$ cat src/rtl/memory_access_unit_pkg.sv
// Shared definitions for the memory access unit:
// load/store width codes, result-source encoding and FSM states.
package mem_pkg;

  localparam logic [2:0] LB  = 3'b000;
  localparam logic [2:0] LH  = 3'b001;
  localparam logic [2:0] LW  = 3'b010;
  localparam logic [2:0] LBU = 3'b100;
  localparam logic [2:0] LHU = 3'b101;

  localparam logic [1:0] RESULT_SRC_MEM = 2'b01;

  localparam logic [1:0] SZ_B = 2'd0;
  localparam logic [1:0] SZ_H = 2'd1;
  localparam logic [1:0] SZ_W = 2'd2;

  typedef enum logic [1:0] {
    IDLE,
    BUSY,
    DONE
  } state_t;

  // Unknown funct3 codes fall back to a full word
  function automatic logic [1:0] access_size(input logic [2:0] f3);
    logic [1:0] sz;
    sz = SZ_W;
    unique case (1'b1)
      (f3 == LB) || (f3 == LBU): sz = SZ_B;
      (f3 == LH) || (f3 == LHU): sz = SZ_H;
      default:                   sz = SZ_W;
    endcase
    return sz;
  endfunction

endpackage

$ cat src/rtl/memory_access_unit_if.sv
// Data-memory req/ack bus between the memory
// access unit (master) and data memory (slave).
interface memory_access_unit_if #(
  parameter int DATA_WIDTH = 32,
  parameter int ADDR_WIDTH = 32
);

  logic                  mem_req;
  logic                  mem_we;
  logic [ADDR_WIDTH-1:0] mem_addr;
  logic [3:0]            mem_be;
  logic [DATA_WIDTH-1:0] mem_wdata;
  logic                  mem_ack;
  logic [DATA_WIDTH-1:0] mem_rdata;

  modport master (
    output mem_req,
    output mem_we,
    output mem_addr,
    output mem_be,
    output mem_wdata,
    input  mem_ack,
    input  mem_rdata
  );

  modport slave (
    input  mem_req,
    input  mem_we,
    input  mem_addr,
    input  mem_be,
    input  mem_wdata,
    output mem_ack,
    output mem_rdata
  );

endinterface

$ cat src/rtl/memory_access_unit_load_extend.sv
// Picks the addressed byte/half from a read word
// and sign- or zero-extends it by funct3.
module load_extend
  import mem_pkg::*;
(
  input  logic [31:0] i_word,
  input  logic [1:0]  i_off,
  input  logic [2:0]  i_f3,
  output logic [31:0] o_data
);

  logic [7:0]  w_byte;
  logic [15:0] w_half;

  always_comb begin
    w_byte = i_word[7:0];
    unique case (i_off)
      2'd0: w_byte = i_word[7:0];
      2'd1: w_byte = i_word[15:8];
      2'd2: w_byte = i_word[23:16];
      2'd3: w_byte = i_word[31:24];
      default: w_byte = i_word[7:0];
    endcase
  end

  assign w_half = i_off[1] ? i_word[31:16] : i_word[15:0];

  always_comb begin
    o_data = i_word;
    unique case (1'b1)
      i_f3 == LB:  o_data = {{24{w_byte[7]}}, w_byte};
      i_f3 == LBU: o_data = {24'd0, w_byte};
      i_f3 == LH:  o_data = {{16{w_half[15]}}, w_half};
      i_f3 == LHU: o_data = {16'd0, w_half};
      default:     o_data = i_word;
    endcase
  end

endmodule

$ cat src/rtl/memory_access_unit.sv
// M-stage load/store engine: issues one req/ack bus
// transaction per access and stalls until it completes.
module memory_access_unit
  import mem_pkg::*;
#(
  parameter int DATA_WIDTH     = 32,
  parameter int ADDR_WIDTH     = 32,
  parameter int TIMEOUT_CYCLES = 255
) (
  input  logic                  clk,
  input  logic                  rst,
  input  logic [1:0]            ResultSrcM,
  input  logic                  MemWriteM,
  input  logic [ADDR_WIDTH-1:0] ALUResultM,
  input  logic [DATA_WIDTH-1:0] WriteDataM,
  input  logic [2:0]            AddressingControlM,
  output logic [DATA_WIDTH-1:0] ReadDataM,
  output logic                  StallM,
  output logic                  MisalignedM,
  output logic                  BusErrM,
  memory_access_unit_if.master  bus
);

  localparam int CW = (TIMEOUT_CYCLES < 1) ? 1
                    : $clog2(TIMEOUT_CYCLES + 1);
  localparam logic [CW-1:0] TO_LAST =
    CW'((TIMEOUT_CYCLES > 0) ? TIMEOUT_CYCLES - 1 : 0);

  state_t r_state, w_next;

  logic                  r_req;
  logic                  r_we;
  logic [ADDR_WIDTH-1:0] r_addr;
  logic [3:0]            r_be;
  logic [DATA_WIDTH-1:0] r_wdata;
  logic [DATA_WIDTH-1:0] r_rdata;
  logic [1:0]            r_off;
  logic [2:0]            r_f3;
  logic                  r_load;
  logic                  r_mis;
  logic                  r_buserr;
  logic [CW-1:0]         r_cnt;

  logic                  w_access;
  logic [1:0]            w_size;
  logic                  w_misal;
  logic                  w_start;
  logic                  w_timeout;
  logic [3:0]            w_be;
  logic [DATA_WIDTH-1:0] w_wdata;
  logic [DATA_WIDTH-1:0] w_ext;

  assign w_access = MemWriteM | (ResultSrcM == RESULT_SRC_MEM);
  assign w_size   = access_size(AddressingControlM);
  assign w_misal  = ((w_size == SZ_H) && ALUResultM[0]) ||
                    ((w_size == SZ_W) && (ALUResultM[1:0] != 2'b00));
  assign w_start  = (r_state == IDLE) && w_access && !w_misal;

  assign w_timeout = (TIMEOUT_CYCLES != 0) && (r_cnt == TO_LAST);

  always_comb begin
    w_be    = 4'b1111;
    w_wdata = WriteDataM;
    unique case (w_size)
      SZ_B: begin
        w_be    = 4'b0001 << ALUResultM[1:0];
        w_wdata = {4{WriteDataM[7:0]}};
      end
      SZ_H: begin
        w_be    = ALUResultM[1] ? 4'b1100 : 4'b0011;
        w_wdata = {2{WriteDataM[15:0]}};
      end
      default: begin
        w_be    = 4'b1111;
        w_wdata = WriteDataM;
      end
    endcase
  end

  load_extend u_ext (
    .i_word (bus.mem_rdata),
    .i_off  (r_off),
    .i_f3   (r_f3),
    .o_data (w_ext)
  );

  always_ff @(posedge clk or posedge rst) begin
    if (rst) r_state <= IDLE;
    else     r_state <= w_next;
  end

  always_comb begin
    w_next = r_state;
    StallM = 1'b0;
    unique case (r_state)
      IDLE: begin
        StallM = w_start;
        if (w_start) w_next = BUSY;
      end
      BUSY: begin
        StallM = 1'b1;
        if (bus.mem_ack || w_timeout) w_next = DONE;
      end
      DONE: begin
        w_next = IDLE;
      end
      default: w_next = IDLE;
    endcase
  end

  always_ff @(posedge clk or posedge rst) begin
    if (rst) begin
      r_req    <= 1'b0;
      r_we     <= 1'b0;
      r_addr   <= '0;
      r_be     <= 4'b0000;
      r_wdata  <= '0;
      r_rdata  <= '0;
      r_off    <= 2'b00;
      r_f3     <= 3'b000;
      r_load   <= 1'b0;
      r_mis    <= 1'b0;
      r_buserr <= 1'b0;
      r_cnt    <= '0;
    end else begin
      r_mis    <= 1'b0;
      r_buserr <= 1'b0;
      unique case (r_state)
        IDLE: begin
          if (w_access && w_misal) r_mis <= 1'b1;
          if (w_start) begin
            r_req   <= 1'b1;
            r_we    <= MemWriteM;
            r_addr  <= {ALUResultM[ADDR_WIDTH-1:2], 2'b00};
            r_be    <= w_be;
            r_wdata <= w_wdata;
            r_off   <= ALUResultM[1:0];
            r_f3    <= AddressingControlM;
            r_load  <= !MemWriteM;
            r_cnt   <= '0;
          end
        end
        BUSY: begin
          if (bus.mem_ack) begin
            r_req <= 1'b0;
            if (r_load) r_rdata <= w_ext;
          end else if (w_timeout) begin
            r_req    <= 1'b0;
            r_buserr <= 1'b1;
            r_rdata  <= '0;
          end else begin
            r_cnt <= r_cnt + 1'b1;
          end
        end
        default: ;
      endcase
    end
  end

  assign bus.mem_req   = r_req;
  assign bus.mem_we    = r_we;
  assign bus.mem_addr  = r_addr;
  assign bus.mem_be    = r_be;
  assign bus.mem_wdata = r_wdata;
  assign ReadDataM     = r_rdata;
  assign MisalignedM   = r_mis;
  assign BusErrM       = r_buserr;

endmodule
$ cat src/flat_wrapper.sv
// flat-port wrapper written by rule: the top's interface ports become plain ports
module memory_access_unit_flat import mem_pkg::*;
#(
  parameter int DATA_WIDTH     = 32,
  parameter int ADDR_WIDTH     = 32,
  parameter int TIMEOUT_CYCLES = 255
)
  (clk, rst, ResultSrcM, MemWriteM, ALUResultM, WriteDataM, AddressingControlM, ReadDataM, StallM, MisalignedM, BusErrM, bus_mem_req, bus_mem_we, bus_mem_addr, bus_mem_be, bus_mem_wdata, bus_mem_ack, bus_mem_rdata);
  memory_access_unit_if #(.DATA_WIDTH(DATA_WIDTH), .ADDR_WIDTH(ADDR_WIDTH)) bus_i ();
  input  logic clk;
  input  logic rst;
  input  logic [1:0] ResultSrcM;
  input  logic MemWriteM;
  input  logic [ADDR_WIDTH-1:0] ALUResultM;
  input  logic [DATA_WIDTH-1:0] WriteDataM;
  input  logic [2:0] AddressingControlM;
  output logic [DATA_WIDTH-1:0] ReadDataM;
  output logic StallM;
  output logic MisalignedM;
  output logic BusErrM;
  output wire logic [$bits(bus_i.mem_req)-1:0] bus_mem_req;
  output wire logic [$bits(bus_i.mem_we)-1:0] bus_mem_we;
  output wire logic [$bits(bus_i.mem_addr)-1:0] bus_mem_addr;
  output wire logic [$bits(bus_i.mem_be)-1:0] bus_mem_be;
  output wire logic [$bits(bus_i.mem_wdata)-1:0] bus_mem_wdata;
  input wire logic [$bits(bus_i.mem_ack)-1:0] bus_mem_ack;
  input wire logic [$bits(bus_i.mem_rdata)-1:0] bus_mem_rdata;
  assign bus_mem_req = bus_i.mem_req;
  assign bus_mem_we = bus_i.mem_we;
  assign bus_mem_addr = bus_i.mem_addr;
  assign bus_mem_be = bus_i.mem_be;
  assign bus_mem_wdata = bus_i.mem_wdata;
  assign bus_i.mem_ack = bus_mem_ack;
  assign bus_i.mem_rdata = bus_mem_rdata;
  memory_access_unit #(.DATA_WIDTH(DATA_WIDTH), .ADDR_WIDTH(ADDR_WIDTH), .TIMEOUT_CYCLES(TIMEOUT_CYCLES)) u_core (.clk(clk), .rst(rst), .ResultSrcM(ResultSrcM), .MemWriteM(MemWriteM), .ALUResultM(ALUResultM), .WriteDataM(WriteDataM), .AddressingControlM(AddressingControlM), .ReadDataM(ReadDataM), .StallM(StallM), .MisalignedM(MisalignedM), .BusErrM(BusErrM), .bus(bus_i));
endmodule
$ cat config.mk
export PLATFORM = sky130hd
export DESIGN_NAME = memory_access_unit_flat
export DESIGN_NICKNAME = d
export VERILOG_FILES = /design/src/rtl/memory_access_unit_pkg.sv /design/src/rtl/memory_access_unit_if.sv /design/src/rtl/memory_access_unit_load_extend.sv /design/src/rtl/memory_access_unit.sv /design/src/flat_wrapper.sv
export SDC_FILE = /design/constraint.sdc
export NUM_CORES = 1
export LEC_CHECK = 0
export CAP_MARGIN = 20
export CELL_PAD_IN_SITES_DETAIL_PLACEMENT = 0
export CELL_PAD_IN_SITES_GLOBAL_PLACEMENT = 1
export CORE_ASPECT_RATIO = 0.5
export CORE_UTILIZATION = 33
export DETAILED_ROUTE_END_ITERATION = 10
export GPL_ROUTABILITY_DRIVEN = 0
export PLACE_DENSITY_LB_ADDON = 0.1
export RECOVER_POWER = 100
export SETUP_SLACK_MARGIN = 0.1
export SYNTH_ARGS = -nofsm -noshare
export SYNTH_HDL_FRONTEND = slang
export SYNTH_HIERARCHICAL = 1
export SYNTH_SLANG_ARGS = --single-unit
$ cat constraint.sdc
create_clock -name clk -period 4.7 [get_ports clk]
set_input_delay 0.47 -clock clk [delete_from_list [all_inputs] [get_ports clk]]
set_output_delay 0.47 -clock clk [all_outputs]
set_load 0.005 [all_outputs]
# Yosys cells after proc, flatten, opt, wreduce, memory -nomap -nowiden
# Index checks and enable logic that the tools add are counted.
[classes] bitwise_logic=1 mux=27 shifts=1 n_addsub=1 eq_ne=20 reduce_logical=24
[ops] cell="32-bit one-hot mux with 4 select lines" n=1
[ops] cell="32-bit two-way mux" n=3
[ops] cell="32-bit one-hot mux with 2 select lines" n=1
[ops] cell="8-bit one-hot mux with 4 select lines" n=1
[ops] cell="8-bit two-way mux" n=3
[ops] cell="16-bit two-way mux" n=1
[ops] cell="8-bit one-hot mux with 2 select lines" n=1
[ops] cell="3-bit == test, second input constant" n=4
[ops] cell="8-bit by 1-bit adder with 8-bit output, second input constant" n=1
[ops] cell="2-bit by 1-bit == test with 1-bit output, second input constant" n=4
[ops] cell="8-bit == test, second input constant" n=1
[ops] cell="1-bit two-way mux" n=8
[ops] cell="2-bit one-hot mux with 2 select lines" n=2
[ops] cell="4-bit one-hot mux with 2 select lines" n=1
[ops] cell="2-bit == test, second input constant" n=3
[ops] cell="3-bit by 1-bit == test with 1-bit output, second input constant" n=2
[ops] cell="2-bit zero test" n=3
[ops] cell="3-bit zero test" n=2
[ops] cell="2-bit by 1-bit inequality test with 1-bit output, second input constant" n=3
[ops] cell="3-bit AND reduction" n=2
[ops] cell="2-bit nonzero test" n=3
[ops] cell="1-bit logical AND" n=5
[ops] cell="1-bit logical OR" n=4
[ops] cell="2-bit two-way mux" n=2
[ops] cell="other kinds (9)" n=13
[word_totals] regBits=118 elab_cells=87

# Longest topological paths before layout
# Gate-level depths: netlist of run 1.
[depth] word_depth=10 ltp_mapped=7

# Cells and area by module
# The synthesis of run 1 kept the hierarchy.
[modules_own_cells] module="memory_access_unit" area_each_um2=4913.5 cells_each=481 seq_area_each_um2=2952.8 instances=1
[modules_own_cells] module="load_extend" area_each_um2=673.1 cells_each=111 seq_area_each_um2=0.0 instances=1

# Least setup slack after synthesis of run 1
# Ideal clock, no wire load.
[synth_path] kind="input-to-output" from="in ALUResultM[0]" to="out StallM" path_buffers=2 slack_ns=2.784 arrival_ns=1.446 path_stages=6 cell_sequence="clkbuf_2 a21oi_1 o221a_2 buf_2 nor2_1 nor2_1"
[synth_via] elab_chain_cells=6 word_cells_on_any_way=7 cone_classes="mux: 1; reduce/logical: 6"
[synth_rtl] element="start: declaration" line="flat_wrapper.sv:14" source="input logic [ADDR_WIDTH-1:0] ALUResultM;"
[synth_rtl] element="2-bit nonzero test" line="memory_access_unit.sv:56" source="((w_size == SZ_W) && (ALUResultM[1:0] != 2'b00));"
[synth_rtl] element="1-bit logical AND" line="memory_access_unit.sv:56"
[synth_rtl] element="1-bit logical OR (*)" line="memory_access_unit.sv:55" source="assign w_misal = ((w_size == SZ_H) && ALUResultM[0]) ||"
[synth_rtl] element="1-bit zero test (*)" line="memory_access_unit.sv:57" source="assign w_start = (r_state == IDLE) && w_access && !w_misal;"
[synth_rtl] element="1-bit logical AND (*)" line="memory_access_unit.sv:57"
[synth_rtl] element="1-bit one-hot mux with 2 select lines (*)" line="memory_access_unit.sv:95" source="unique case (r_state)"
[synth_rtl] element="end: declaration" line="flat_wrapper.sv:18" source="output logic StallM;"
# Mark *: on every way between the ends. The rest lies on a longest branch, timed or not.

# Worst setup path after layout of run 1
[layout_path] from="in AddressingControlM[0]" to="reg u_core.r_wdata[12] (netlist: u_core/bus.mem_wdata[12])"
[layout_via] elab_chain_cells=9 word_cells_on_any_way=17 cone_classes="eq/ne: 5; mux: 2; reduce/logical: 10"
[layout_rtl] element="start: declaration" line="flat_wrapper.sv:16" source="input logic [2:0] AddressingControlM;"
[layout_rtl] element="3-bit by 1-bit == test with 1-bit output, or another cell as far along" line="memory_access_unit_pkg.sv:29" source="(f3 == LH) || (f3 == LHU): sz = SZ_H;"
[layout_rtl] element="1-bit logical OR (on tied branches)" line="memory_access_unit_pkg.sv:29, memory_access_unit_pkg.sv:28"
[layout_rtl] element="2-bit one-hot mux with 2 select lines (*)" line="memory_access_unit_pkg.sv:27" source="unique case (1'b1)"
[layout_rtl] element="2-bit by 1-bit == test with 1-bit output / 2-bit == test (equally long branches)" line="memory_access_unit.sv:55, memory_access_unit.sv:64, memory_access_unit.sv:56"
[layout_rtl] element="1-bit logical AND (on tied branches)" line="memory_access_unit.sv:55, memory_access_unit.sv:56"
[layout_rtl] element="1-bit logical OR" line="memory_access_unit.sv:55"
[layout_rtl] element="1-bit zero test" line="memory_access_unit.sv:57"
[layout_rtl] element="1-bit logical AND" line="memory_access_unit.sv:57"
[layout_rtl] element="2-bit AND reduction (no line)"
[layout_rtl] element="end signal: assignment" line="memory_access_unit.sv:136" source="r_wdata <= w_wdata;"
[layout_rtl] element="end: declaration" line="memory_access_unit.sv:35" source="logic [DATA_WIDTH-1:0] r_wdata;"
# Marked as above.
# A chain may end at the register's enable or synchronous reset.

==> out/qor.csv, run 1 <==
metric;value;unit
status;finished with violations;
failing checks;capacitance limit, slew limit;
FILL cells;1562;
Slew HR;-0.9314;
sequential area share after synthesis;0.5286;
CTS resizes;0;
largest cells by area after synthesis;dfrtp_1 53%, nand2_1 13%, a22o_1 5.2%;
Yosys reg bits;118;
CTS clk-pin slew, worst paths;0.06;ns
Top-Level Pins;210;
wire length on met2;7.323;mm
RR Endpoint;u_core/ReadDataM[31];
Pint;3194;uW
non-filler cells, final;1030;
WS Path Type;in -> reg;
GRT Residual Overflow;0;
skew final;0.01173;ns
Residual DRC;0;
Comb pwr share;0.345;
slew of the pin with the lowest slew margin;2.881;ns
ant diodes;0;
M1 WL;7.845;mm
Main synth FF type;dfrtp_1;
Final min period;3.441;ns
FF-to-FF Start;u_core/r_off[1];
clock share of power;0.304;
postcts setup bufs;0;
antenna-violating nets left;0;
Post-CTS Hold Fix Bufs;0;
Synth top area share;0.5286;
Final Hold Viols;0;
cell total after placement;998;
final number of max-transition violations;167;
share of cells above drive strength 1;0.06476;
Final period util;0.7321;
vias in the first global route;4872;
TNS Setup;0;ns
largest family of logic cells by synthesized area;simple AND/OR/NAND/NOR gates;
clk sinks;118;
RSZ-0062 raised after global routing;no;
Switch Pwr;1449;uW
Syn Inst Count;592;
htree depth;4;
post-synthesis xor/xnor area fraction;0.006271;
Top Metal Used;met4;
first-pass GRT wire length;26.88;mm
Final Routed Wirelength;16.96;mm
FF-to-FF setup slack;1.66;ns
largest net degree at the start of global routing;63;
startpoint types;input pin;
Detail Placement HPWL;11.46;mm
end point of the critical path;u_core/bus.mem_wdata[12];
cell taking the most area after synthesis;dfrtp_1;
Die Ht;94.01;um
worst min path class;reg -> reg;
setup violators final;0;
unique cell type count in the Yosys netlist;52;
Nets;897;
CP max FO;59;
Synth Cell Area;5587;sq um
CTS Buf Count;17;
Wirelength per Cell;16.46;um
worst r2r path cells;5;
Initial DRC Count;289;
mux contribution to synthesized area;0.05039;
LEAKAGE;0.004085;uW
Initial Utilization;0.3391;
sequential share of power;0.351;
Tot GR Track Use;0.2040;
met3 WL post-DR;1.593;mm
Layout Area Growth over Synthesis;51.27;%
latest clock arrival within the worst-skew pair;0.42;ns
Crit path required time;4.90;ns
root cell of the clock tree;clkbuf_16;
row count;33;
switching share of power;0.3121;
post-synthesis compound-gate area fraction;0.1816;
crit path capture type;flop;
Max Root-Sink Buffers;2;
Post-Synth Adder-Cell Area;0.004479;
maximum clock rate;290.6;MHz
die width;186.0;um
Critical path origin;AddressingControlM[0];
post-synthesis simple-gate area fraction;0.1901;
vias;4978;
pwr dens;549.5;nW/um^2
Max-Cap Viols;3;
Die Area;17490;sq um
CTS tree;done;
Core Util, Final;0.5129;
VDD IR-drop max;0.3187;mV
port bufs;207;
WP data arrival;3.64;ns
Core Footprint;16470;sq um
Syn. warnings;6;
Post-synth EDFFs;0;
detailed-route vias per instance;4.833;
Syn Area/Cell;9.437;sq um
initial antenna violation count;0;
first-pass iteration count of the detailed router;6;
asr flop ratio synth;1.000;
worst max-delay path: stages:
cell           delay (ns)
dlygate4sd3_1        0.52
buf_4                0.24
a21oi_1              0.20
o221ai_4             0.18
clkbuf_1             1.65
o21ai_0              0.34
cells in the mapped netlist (2+ instances only):
library cell and number:
ha_1 2, o21ai_0 33, a21o_1 18, buf_2 15, o211ai_1 3, a22o_1 33
nand2_1 199, xnor2_1 2, buf_1 2, nand3_1 4, clkbuf_1 17, a21oi_1 13
nor2_1 22, xor2_1 2, nor2_2 2, dfrtp_1 118, o21ai_1 8, a221o_1 8
nor2b_1 4, mux2i_1 27, inv_1 6, o31ai_1 3, nand2b_1 8, buf_4 3
and3_1 4, a22oi_1 8, nor3_1 3
power by group through the flow:
stage	clock network, uW	logic [uW]	registers (uW)
floorplan	0	786	1630
global route	1490	1790	1690
CTS	1450	1770	1650
detailed placement	0	1770	1660
finish	1410	1600	1630
global placement	0	1750	1650
sequential cells by signal, indices dropped and copies added (netlist names):
signal / flops
u_core/BusErrM: 1
u_core/MisalignedM: 1
u_core/ReadDataM: 32
u_core/bus.mem_addr: 30
u_core/bus.mem_be: 4
u_core/bus.mem_req: 1
u_core/bus.mem_wdata: 32
u_core/bus.mem_we: 1
u_core/r_cnt: 8
u_core/r_f3: 3
u_core/r_load: 1
u_core/r_off: 2
u_core/r_state: 2
cell usage in the layout, fill, tap and decap left out, types with 13 or more instances in the layout:
| master | netlist | final |
|---|---|---|
| o21ai_0 | 33 | 33 |
| a21oi_1 | 13 | 13 |
| clkdlybuf4s50_1 | 0 | 101 |
| a22o_1 | 33 | 33 |
| clkbuf_16 | 0 | 17 |
| dfrtp_1 | 118 | 118 |
| nor2_1 | 22 | 21 |
| nand2_1 | 199 | 199 |
| a21o_1 | 18 | 18 |
| mux2i_1 | 27 | 27 |
| dlygate4sd3_1 | 0 | 106 |
cell families after synthesis:
kind of cell | Yosys count
other | 1
xor gates and xnor gates | 4
AOI/OAI and AO/OA | 138
DFF | 118
and+or+nand+nor | 255
buffers and inverters | 46
adders and majority gates | 2
muxes | 28
through the flow:
| step | hold slack (ns) | worst slack (ns) | area, sq um | power [uW] |
|---|---|---|---|---|
| 3_5_place_dp | 0.4614 | 1.771 | 7879 | 3424 |
| 3_3_place_gp | 0.4568 | 1.789 | 7851 | 3406 |
| 2_1_floorplan | 0.4502 | 1.101 | 5590 | 2418 |
| 4_1_cts | 0.4764 | 1.771 | 8512 | 4872 |
| 5_1_grt | 0.4922 | 0.8192 | 8451 | 4974 |
| 6_report | 0.4665 | 1.259 | 8451 | 4643 |
layout make-up:
type / count / area [sq um] / area share
clock buffer: 20 / 456.7 / 0.05404
inverter: 7 / 27.53 / 0.003257
clock inverter: 12 / 176.4 / 0.02088
multi-input combinational: 429 / 2420 / 0.2863
tap: 227 / 284.0 / 0.03361
sequential: 118 / 2953 / 0.3494
timing repair buffer: 217 / 2133 / 0.2524
worst min-delay path by stage:
stage / from / endpoint / slack (ns) / depth (start not counted)
floorplan: u_core/r_load / u_core/r_load / 0.45 / 2
global placement: u_core/bus.mem_addr[14] / u_core/bus.mem_addr[14] / 0.46 / 2
detailed placement: u_core/bus.mem_addr[14] / u_core/bus.mem_addr[14] / 0.46 / 2
CTS: u_core/bus.mem_addr[24] / u_core/bus.mem_addr[24] / 0.48 / 2
global route: u_core/bus.mem_addr[14] / u_core/bus.mem_addr[14] / 0.49 / 2
finish: u_core/bus.mem_addr[17] / u_core/bus.mem_addr[17] / 0.47 / 2
layer usage:
layer | global-route usage | up-vias
met5 | 0 | -
met4 | 0.07104 | 0
met3 | 0.08527 | 16
met2 | 0.3069 | 156
met1 | 0.2621 | 2379
li1 | - | 2427
Note: power is estimated with default switching activity, not from simulation.
==> run 2, diff against run 1 <==
==> constraint.sdc (replaced) <==
create_clock -name clk -period 3.5 [get_ports clk]
set_input_delay 0.35 -clock clk [delete_from_list [all_inputs] [get_ports clk]]
set_output_delay 0.35 -clock clk [all_outputs]
set_load 0.005 [all_outputs]
==> run 2 against run 1 <==
The run still ends with capacitance limit, slew limit left. First-iteration DRC count decreased by 27%. Highest routed layer is now met5. Sequential cell count unchanged. Critical path depth unchanged. Setup slack got worse by 0.85 ns. Largest power group unchanged.
==> out/qor.csv, run 2 (synthesis gave the netlist of run 1 again) <==
metric;value;unit;change
first-pass GRT wire length;26.41;mm;-1.7%
worst-path cell chain;dlygate4sd3_1 -> a21oi_1 -> o221a_1 -> nor2_1 -> nor2_1 -> dlygate4sd3_1;;
WS Path Type;in -> out;;
RSZ-0062 raised after global routing;no;;
Final Hold Viols;0;;unchanged
Die Ht;94.01;um;unchanged
Core Footprint;16470;sq um;unchanged
Crit path required time;3.15;ns;-1.75 ns
crit path capture type;output port;;
detailed-route vias per instance;4.744;;-1.8%
Initial DRC Count;212;;-27%
maximum clock rate;324.0;MHz;
commonest non-fill, non-tap cell in the layout;nand2_1;;
Final min period;3.086;ns;
sequential share of power;0.357;;+0.006
area of the multi-input gates;2427;sq um;+0.31%
Overall Power;6166;uW;+33%
LEAKAGE;0.004094;uW;+0.22%
hold path start;ALUResultM[25];;
final number of max-transition violations;33;;-80%
startpoint types;input pin;;
most frequent cells in the layout;199 x nand2_1, 118 x dfrtp_1, 105 x dlygate4sd3_1, 102 x clkdlybuf4s50_1, 34 x o21ai_0;;
CTS clk-pin slew, worst paths;0.06;ns;about the same
first-pass iteration count of the detailed router;4;;-2
Initial Utilization;0.3391;;unchanged
Final Routed Wirelength;16.86;mm;-0.60%
Switch Pwr;1965;uW;+36%
status;finished with violations;;
Final Cell Area;8451;sq um;unchanged
initial antenna violation count;1;;+1
root cell of the clock tree;clkbuf_16;;
Final period util;0.8818;;
clk sinks;118;;unchanged
Layout Area Growth over Synthesis;51.27;%;unchanged
vias in the first global route;4867;;-0.10%
FF-to-FF Start;u_core/r_cnt[0];;
Detail Placement HPWL;11.57;mm;+0.99%
postcts setup bufs;0;;unchanged
vias;4891;;-1.7%
FF-to-FF setup slack;1.01;ns;-0.65 ns
Comb pwr share;0.352;;+0.007
FILL cells;1524;;-2.4%
htree depth;4;;unchanged
Top-Level Pins;210;;unchanged
pwr dens;729.7;nW/um^2;+33%
Die Area;17490;sq um;unchanged
TNS Setup;0;ns;unchanged
Worst Hold Path Cells;3;;+1
share of cells above drive strength 1;0.06841;;+0.003651
Wirelength per Cell;16.35;um;-0.69%
Max-Cap Viols;1;;-2
Residual DRC;0;;unchanged
Tot GR Track Use;0.2005;;-0.003534
hold_ws;0.4625;ns;-0.004019 ns
skew final;0.006763;ns;-0.004966 ns
ant diodes;0;;unchanged
VDD IR-drop max;0.3752;mV;+18%
setup violators final;0;;unchanged
CTS tree;done;;
non-filler cells, final;1031;;+0.097%
worst min path class;in -> reg;;
Post-DP Area;7880;sq um;about the same
switching share of power;0.3187;;+0.006597
latest clock arrival within the worst-skew pair;0.41;ns;about the same
CP peak stage delay;0.65;ns;-1.00 ns
die width;186.0;um;unchanged
CTS resizes;0;;unchanged
Slew HR;-0.004737;;+0.9266
antenna-violating nets left;0;;unchanged
cell total after placement;999;;+0.10%
worst r2r path cells;7;;+2
CP max FO;9;;-85%
failing checks;capacitance limit, slew limit;;
row count;33;;unchanged
slew of the pin with the lowest slew margin;1.507;ns;-1.374 ns
slowest stage cell on the critical path;dlygate4sd3_1;;
clock share of power;0.292;;-0.012
largest net degree at the start of global routing;78;;+24%
Max Root-Sink Buffers;2;;unchanged
Critical path origin;ALUResultM[0];;
GRT Residual Overflow;0;;unchanged
FF/Latch Area;2953;sq um;unchanged
port bufs;207;;unchanged
Pint;4201;uW;+32%
CTS Buf Count;17;;unchanged
Post-CTS Hold Fix Bufs;0;;unchanged
WP data arrival;2.74;ns;-0.90 ns
Nets;898;;+0.11%
run 2: cell count changes in the layout (fill, tap and decap cells not counted), moves of 2 or more:
cell / before / now
clkinv_4: 1 / 3
inv_6: 0 / 2
clkbuf_8: 2 / 0
clkbuf_1: 4 / 2
run 2: critical path: cells and delay by family:
family | cells | cell delay (ns)
AOI/OAI and AO/OA | 2 | 0.96
buffers and inverters | 2 | 1.23
and+or+nand+nor | 2 | 0.19
run 2: final cells by class:
cell class | count | share of cell area
clock buffer | 17 | 0.05034
clock inverter | 15 | 0.02117
inverter | 7 | 0.003257
multi-input combinational | 429 | 0.2872
sequential | 118 | 0.3494
tap | 227 | 0.03361
timing repair buffer | 218 | 0.2550
run 2: worst paths after layout:
path                                           endpoint
worst max-delay path                             StallM
worst min-delay path            u_core/bus.mem_addr[25]
worst max register to register      u_core/ReadDataM[3]
worst min register to register  u_core/bus.mem_addr[30]
max in group asynchronous           u_core/ReadDataM[0]
min in group asynchronous               u_core/r_off[1]
run 2: through the flow:
step / util / setup WS, ns
finish: 0.5129 / 0.4137
CTS: 0.5150 / 0.6087
detailed placement: 0.4783 / 0.6215
global placement: 0.4783 / 0.6936
global route: 0.5129 / 0.2967
floorplan: - / 1.693
run 2: power by group through the flow:
stage                     Sequential [uW]  Combinational (uW)  Clock (uW)
after floorplan                      2190                1060           0
after CTS                            2230                2380        1850
final                                2200                2170        1800
after global routing                 2280                2430        1910
after detailed placement             2240                2370           0
after global placement               2230                2360           0
run 2: metal layers:
layer  GRT usage  vias up  wire length [um]
met5           0        -                12
met4     0.04713        2                52
met3     0.09729        6              1627
met2      0.3147      142              7566
met1      0.2468     2306              7597
li1            -     2435                 -
==> RTL edit 1: new RTL, flow settings as in run 2 <==
Reset style: synchronous (`rst`), changed in 2 clocked blocks.
--- a/src/rtl/memory_access_unit.sv
+++ b/src/rtl/memory_access_unit.sv
@@ -85,5 +85,5 @@
   );
 
-  always_ff @(posedge clk or posedge rst) begin
+  always_ff @(posedge clk) begin
     if (rst) r_state <= IDLE;
     else     r_state <= w_next;
@@ -109,5 +109,5 @@
   end
 
-  always_ff @(posedge clk or posedge rst) begin
+  always_ff @(posedge clk) begin
     if (rst) begin
       r_req    <= 1'b0;
Behaviour: differs if rst is asserted again (counterexample within 4 cycles, from zero or initial values and one cycle with rst high); with rst held inactive, the same outputs for 4 cycles.
==> RTL edit 1 against run 2 <==
- register-to-register slack got worse by 0.05 ns
- sequential cell count unchanged
- worst hold slack got worse by 0.11 ns
- synthesized cell count increased by 3.4%
- worst setup slack improved by 0.21 ns
- via count increased by 4.0%
- largest cell class is now multi-input combinational cells
- routed wire length decreased by 4.7%
- die area decreased by 7.8%
- highest routed layer is now met4
- cell area decreased by 6.7%
- first-iteration DRC count increased by 65%
- synthesized area decreased by 7.9%
Power is not compared: it rests on default switching activity, and its combinational part moved more than twofold at a synthesized area within 25%.
==> RTL edit 1: results (changes against run 2) <==
** Layout
- Share of cells above drive strength 1 :: 0.05774 (-0.01067)
- The multi-input gate count was 441 (+2.8%).
- Area occupied by registers :: 2362 um^2 (-20%)
- Non-clock buffer instance count of the final layout :: 217 (-0.46%)
- Count of clock-net buffers in the final layout :: 22 (+5)

** Logic synthesis
- Adder and majority gate portion of the synthesized area :: 0.004864 (+0.0003845)
- Xor and xnor area share after synthesis :: 0.003405 (-0.002866)
- The proportion of synthesized chip area in sequential cells came to 0.4591 (-0.06941).
- Primary FF master, synth :: sky130_fd_sc_hd__dfxtp_1
- The commonest cells after synthesis are 157 x sky130_fd_sc_hd__nand2_1, 118 x sky130_fd_sc_hd__dfxtp_1, 61 x sky130_fd_sc_hd__a21oi_1.
- Count of distinct cell types in the synthesized netlist :: 51 (-1.9%)
- Compound-Gate Fraction of Synth Area :: 0.2566 (+0.07493)
- Ys async rst share :: 0 (-1.000)
- Main area contributors after synthesis :: sky130_fd_sc_hd__dfxtp_1 46%, sky130_fd_sc_hd__nand2_1 11%, sky130_fd_sc_hd__a21oi_1 5.9%

** Route
- The highest metal layer carrying signal wires in the routed design is met4.
- Wire length reported by the detailed router :: 16.07 mm (-4.7%)
- The violation count after the first detailed-routing iteration came to 349 (+65%).
- Routed wl met2 :: 7.044 mm (-6.9%)
- DR pass1 iterations :: 5 (+1)
- Routed length on met3 :: 1.625 mm (-0.12%)

** GRT
- Met3 track demand over resource in global routing :: 0.08754 (-0.009745)
- The met2 track demand over resource is 0.3088 (-0.005891).
- The initial antenna violation count was 0 (-1).
- The met1 usage was 0.2520 (+0.005199).
- The wire length of the first global-routing pass is 25.39 mm (-3.9%).
- The global-route usage over all layers is 0.2012 (+0.0007345).

** Setup path
- The stage delay of the slowest cell on the critical path came to 0.61 ns (-0.04 ns).
- The critical-path maximum fanout came to 18 (+9).
- Signal arrival time at the worst endpoint :: 2.53 ns (-0.21 ns)

** Place
- The half-perimeter wire length of the detailed placement result is 11.01 mm (-4.9%).

** Outcome
- The flow ran to the end, and the final reports show no timing, DRC or antenna violations.

** STA
- Final clock skew :: 0.004740 ns (-0.002022 ns)
- The headroom to the max-slew limit came to 0.01159 (+0.01633).
## RTL edit 1: worst paths after layout
path | start | end | slack, ns | depth (start not counted)
setup / recovery | ALUResultM[0] | StallM | 0.62 | 5
hold / removal | rst | u_core/r_state[1] | 0.35 | 3
setup reg to reg | u_core/r_cnt[0] | u_core/ReadDataM[1] | 0.96 | 7
hold reg to reg | u_core/bus.mem_addr[23] | u_core/bus.mem_addr[23] | 0.45 | 2
## RTL edit 1: through the flow
step | hold WS [ns] | utilization | power, mW | std cells | setup slack [ns]
floorplan | 0.4285 | - | 1.791 | 613 | 1.716
detailed placement | 0.4473 | 0.4945 | 2.123 | 980 | 0.9162
global route | 0.3766 | 0.5309 | 3.912 | 1012 | 0.4166
global placement | 0.4407 | 0.4945 | 2.120 | 980 | 0.9468
CTS | 0.2635 | 0.5321 | 3.812 | 1012 | 0.9112
finish | 0.3505 | 0.5309 | 3.730 | 1012 | 0.6210
==> RTL edit 2: new RTL, flow settings as in run 2 <==
Made on the original files. `TIMEOUT_CYCLES` is set to 255 in 2 places; all go to 510.
--- a/src/rtl/memory_access_unit.sv
+++ b/src/rtl/memory_access_unit.sv
@@ -6,5 +6,5 @@
   parameter int DATA_WIDTH     = 32,
   parameter int ADDR_WIDTH     = 32,
-  parameter int TIMEOUT_CYCLES = 255
+  parameter int TIMEOUT_CYCLES = 510
 ) (
   input  logic                  clk,
--- a/src/flat_wrapper.sv
+++ b/src/flat_wrapper.sv
@@ -4,5 +4,5 @@
   parameter int DATA_WIDTH     = 32,
   parameter int ADDR_WIDTH     = 32,
-  parameter int TIMEOUT_CYCLES = 255
+  parameter int TIMEOUT_CYCLES = 510
 )
   (clk, rst, ResultSrcM, MemWriteM, ALUResultM, WriteDataM, AddressingControlM, ReadDataM, StallM, MisalignedM, BusErrM, bus_mem_req, bus_mem_we, bus_mem_addr, bus_mem_be, bus_mem_wdata, bus_mem_ack, bus_mem_rdata);
Formal check against the unedited RTL: same outputs for any inputs over 4 cycles, from zero or initial values and one cycle with rst high; that may be too few to reach the edited logic, so the function may still have changed.
==> RTL edit 2 against run 2 <==
- the flow still finishes with violations (max-capacitance violations, max-slew violations)
- total power is 0.92% higher
- via count is 2.0% higher
- global-route usage is 0.63 points lower
- routed wire length is 1.1% lower
- first-iteration DRC count is 34% higher
- sequential cell count is 1 higher
- worst setup slack better by 0.25 ns
- die area is 1.4% higher
- cell area is 0.55% higher
- synthesized area is 1.4% higher
- critical path type unchanged
==> RTL edit 2: results (changes against run 2) <==
** Min path
- Class of the tightest hold or removal check :: flop to flop
- The startpoint identified for the worst hold timing path is u_core/bus.mem_addr[26].

** Place
- Half-perimeter wire length after detailed placement :: 11.35 mm (-1.9%)
- Setup WS pre-CTS :: 0.8858 ns (+0.2643 ns)
- The post-detailed-placement cell area was 7900 um^2 (+0.25%).

** Logic synthesis
- Counting instances in the post-synthesis netlist gives the leading cell types as 199 x sky130_fd_sc_hd__nand2_1, 119 x sky130_fd_sc_hd__dfrtp_1, 33 x sky130_fd_sc_hd__a22o_1.
- The multiplexer share of the synthesized area came to 0.04791 (-0.002478).
- Adder and majority gate portion of the synthesized area :: 0.004416 (-0.00006330)
- Xor and xnor area share after synthesis :: 0.001546 (-0.004725)

** GRT
- Largest net degree at the start of global routing :: 102 (+31%)
- Overall fraction of global-route tracks in use :: 0.1942 (-0.006316)
- Number of antenna violations at the first check in global routing :: 0 (-1)
- The wire length of the first global-routing pass was 26.51 mm (+0.36%).
- Met3 track demand over resource in global routing :: 0.07618 (-0.02111)
- The via count of the first global-routing pass came to 4,890 (+0.47%).
- GR Layer Usage met2 :: 0.3002 (-0.01449)

** Outcome
- Violated checks :: max-capacitance violations, max-slew violations
- Run status :: finished, violations left

** Layout
- The layout cell share with drive strength beyond 1 came to 0.06211 (-0.006296).

** Route
- Highest routed metal layer :: met4
- Wire length reported by the detailed router :: 16.67 mm (-1.1%)
- Routed wl met2 :: 7.525 mm (-0.54%)
- Final routed wire length divided by cell count :: 16.15 um (-1.2%)
- The violation count after the first detailed-routing iteration is 284 (+34%).

** Setup path
- Maximum fanout encountered on the critical timing path :: 8 (-1)

** STA
- The final clock skew was 0.007534 ns (+0.0007711 ns).
- The headroom to the max-slew limit came to -0.08804 (-0.08330).
- Final Slew Violations :: 35 (+6.1%)

** Job
- The max-capacitance violation count came to 1 (unchanged).
==> RTL edit 2: final timing paths <==
kind	to	slack [ns]	depth (start not counted)
setup / recovery	StallM	0.66	5
max in group asynchronous	u_core/ReadDataM[1]	1.26	3
min in group asynchronous	u_core/ReadDataM[14]	0.79	2
setup reg to reg	u_core/ReadDataM[22]	1.06	6
hold / removal	u_core/bus.mem_addr[26]	0.46	2
hold reg to reg	u_core/bus.mem_addr[26]	0.46	2
==> RTL edit 2: area by class of cell <==
cell class / instances / area, um^2
Clock buffer: 24 / 471.7
Clock inverter: 8 / 145.1
Fill cell: 1573 / 8102
Inverter: 8 / 31.28
Multi-Input combinational cell: 429 / 2435
Sequential cell: 119 / 2978
Tap cell: 227 / 284.0
Timing Repair Buffer: 217 / 2152
==> RTL edit 2: power breakdown <==
part / switching (mW) / internal, mW
clock network: 0.615 / 1.23
logic: 0.951 / 1.22
registers: 0.345 / 1.87
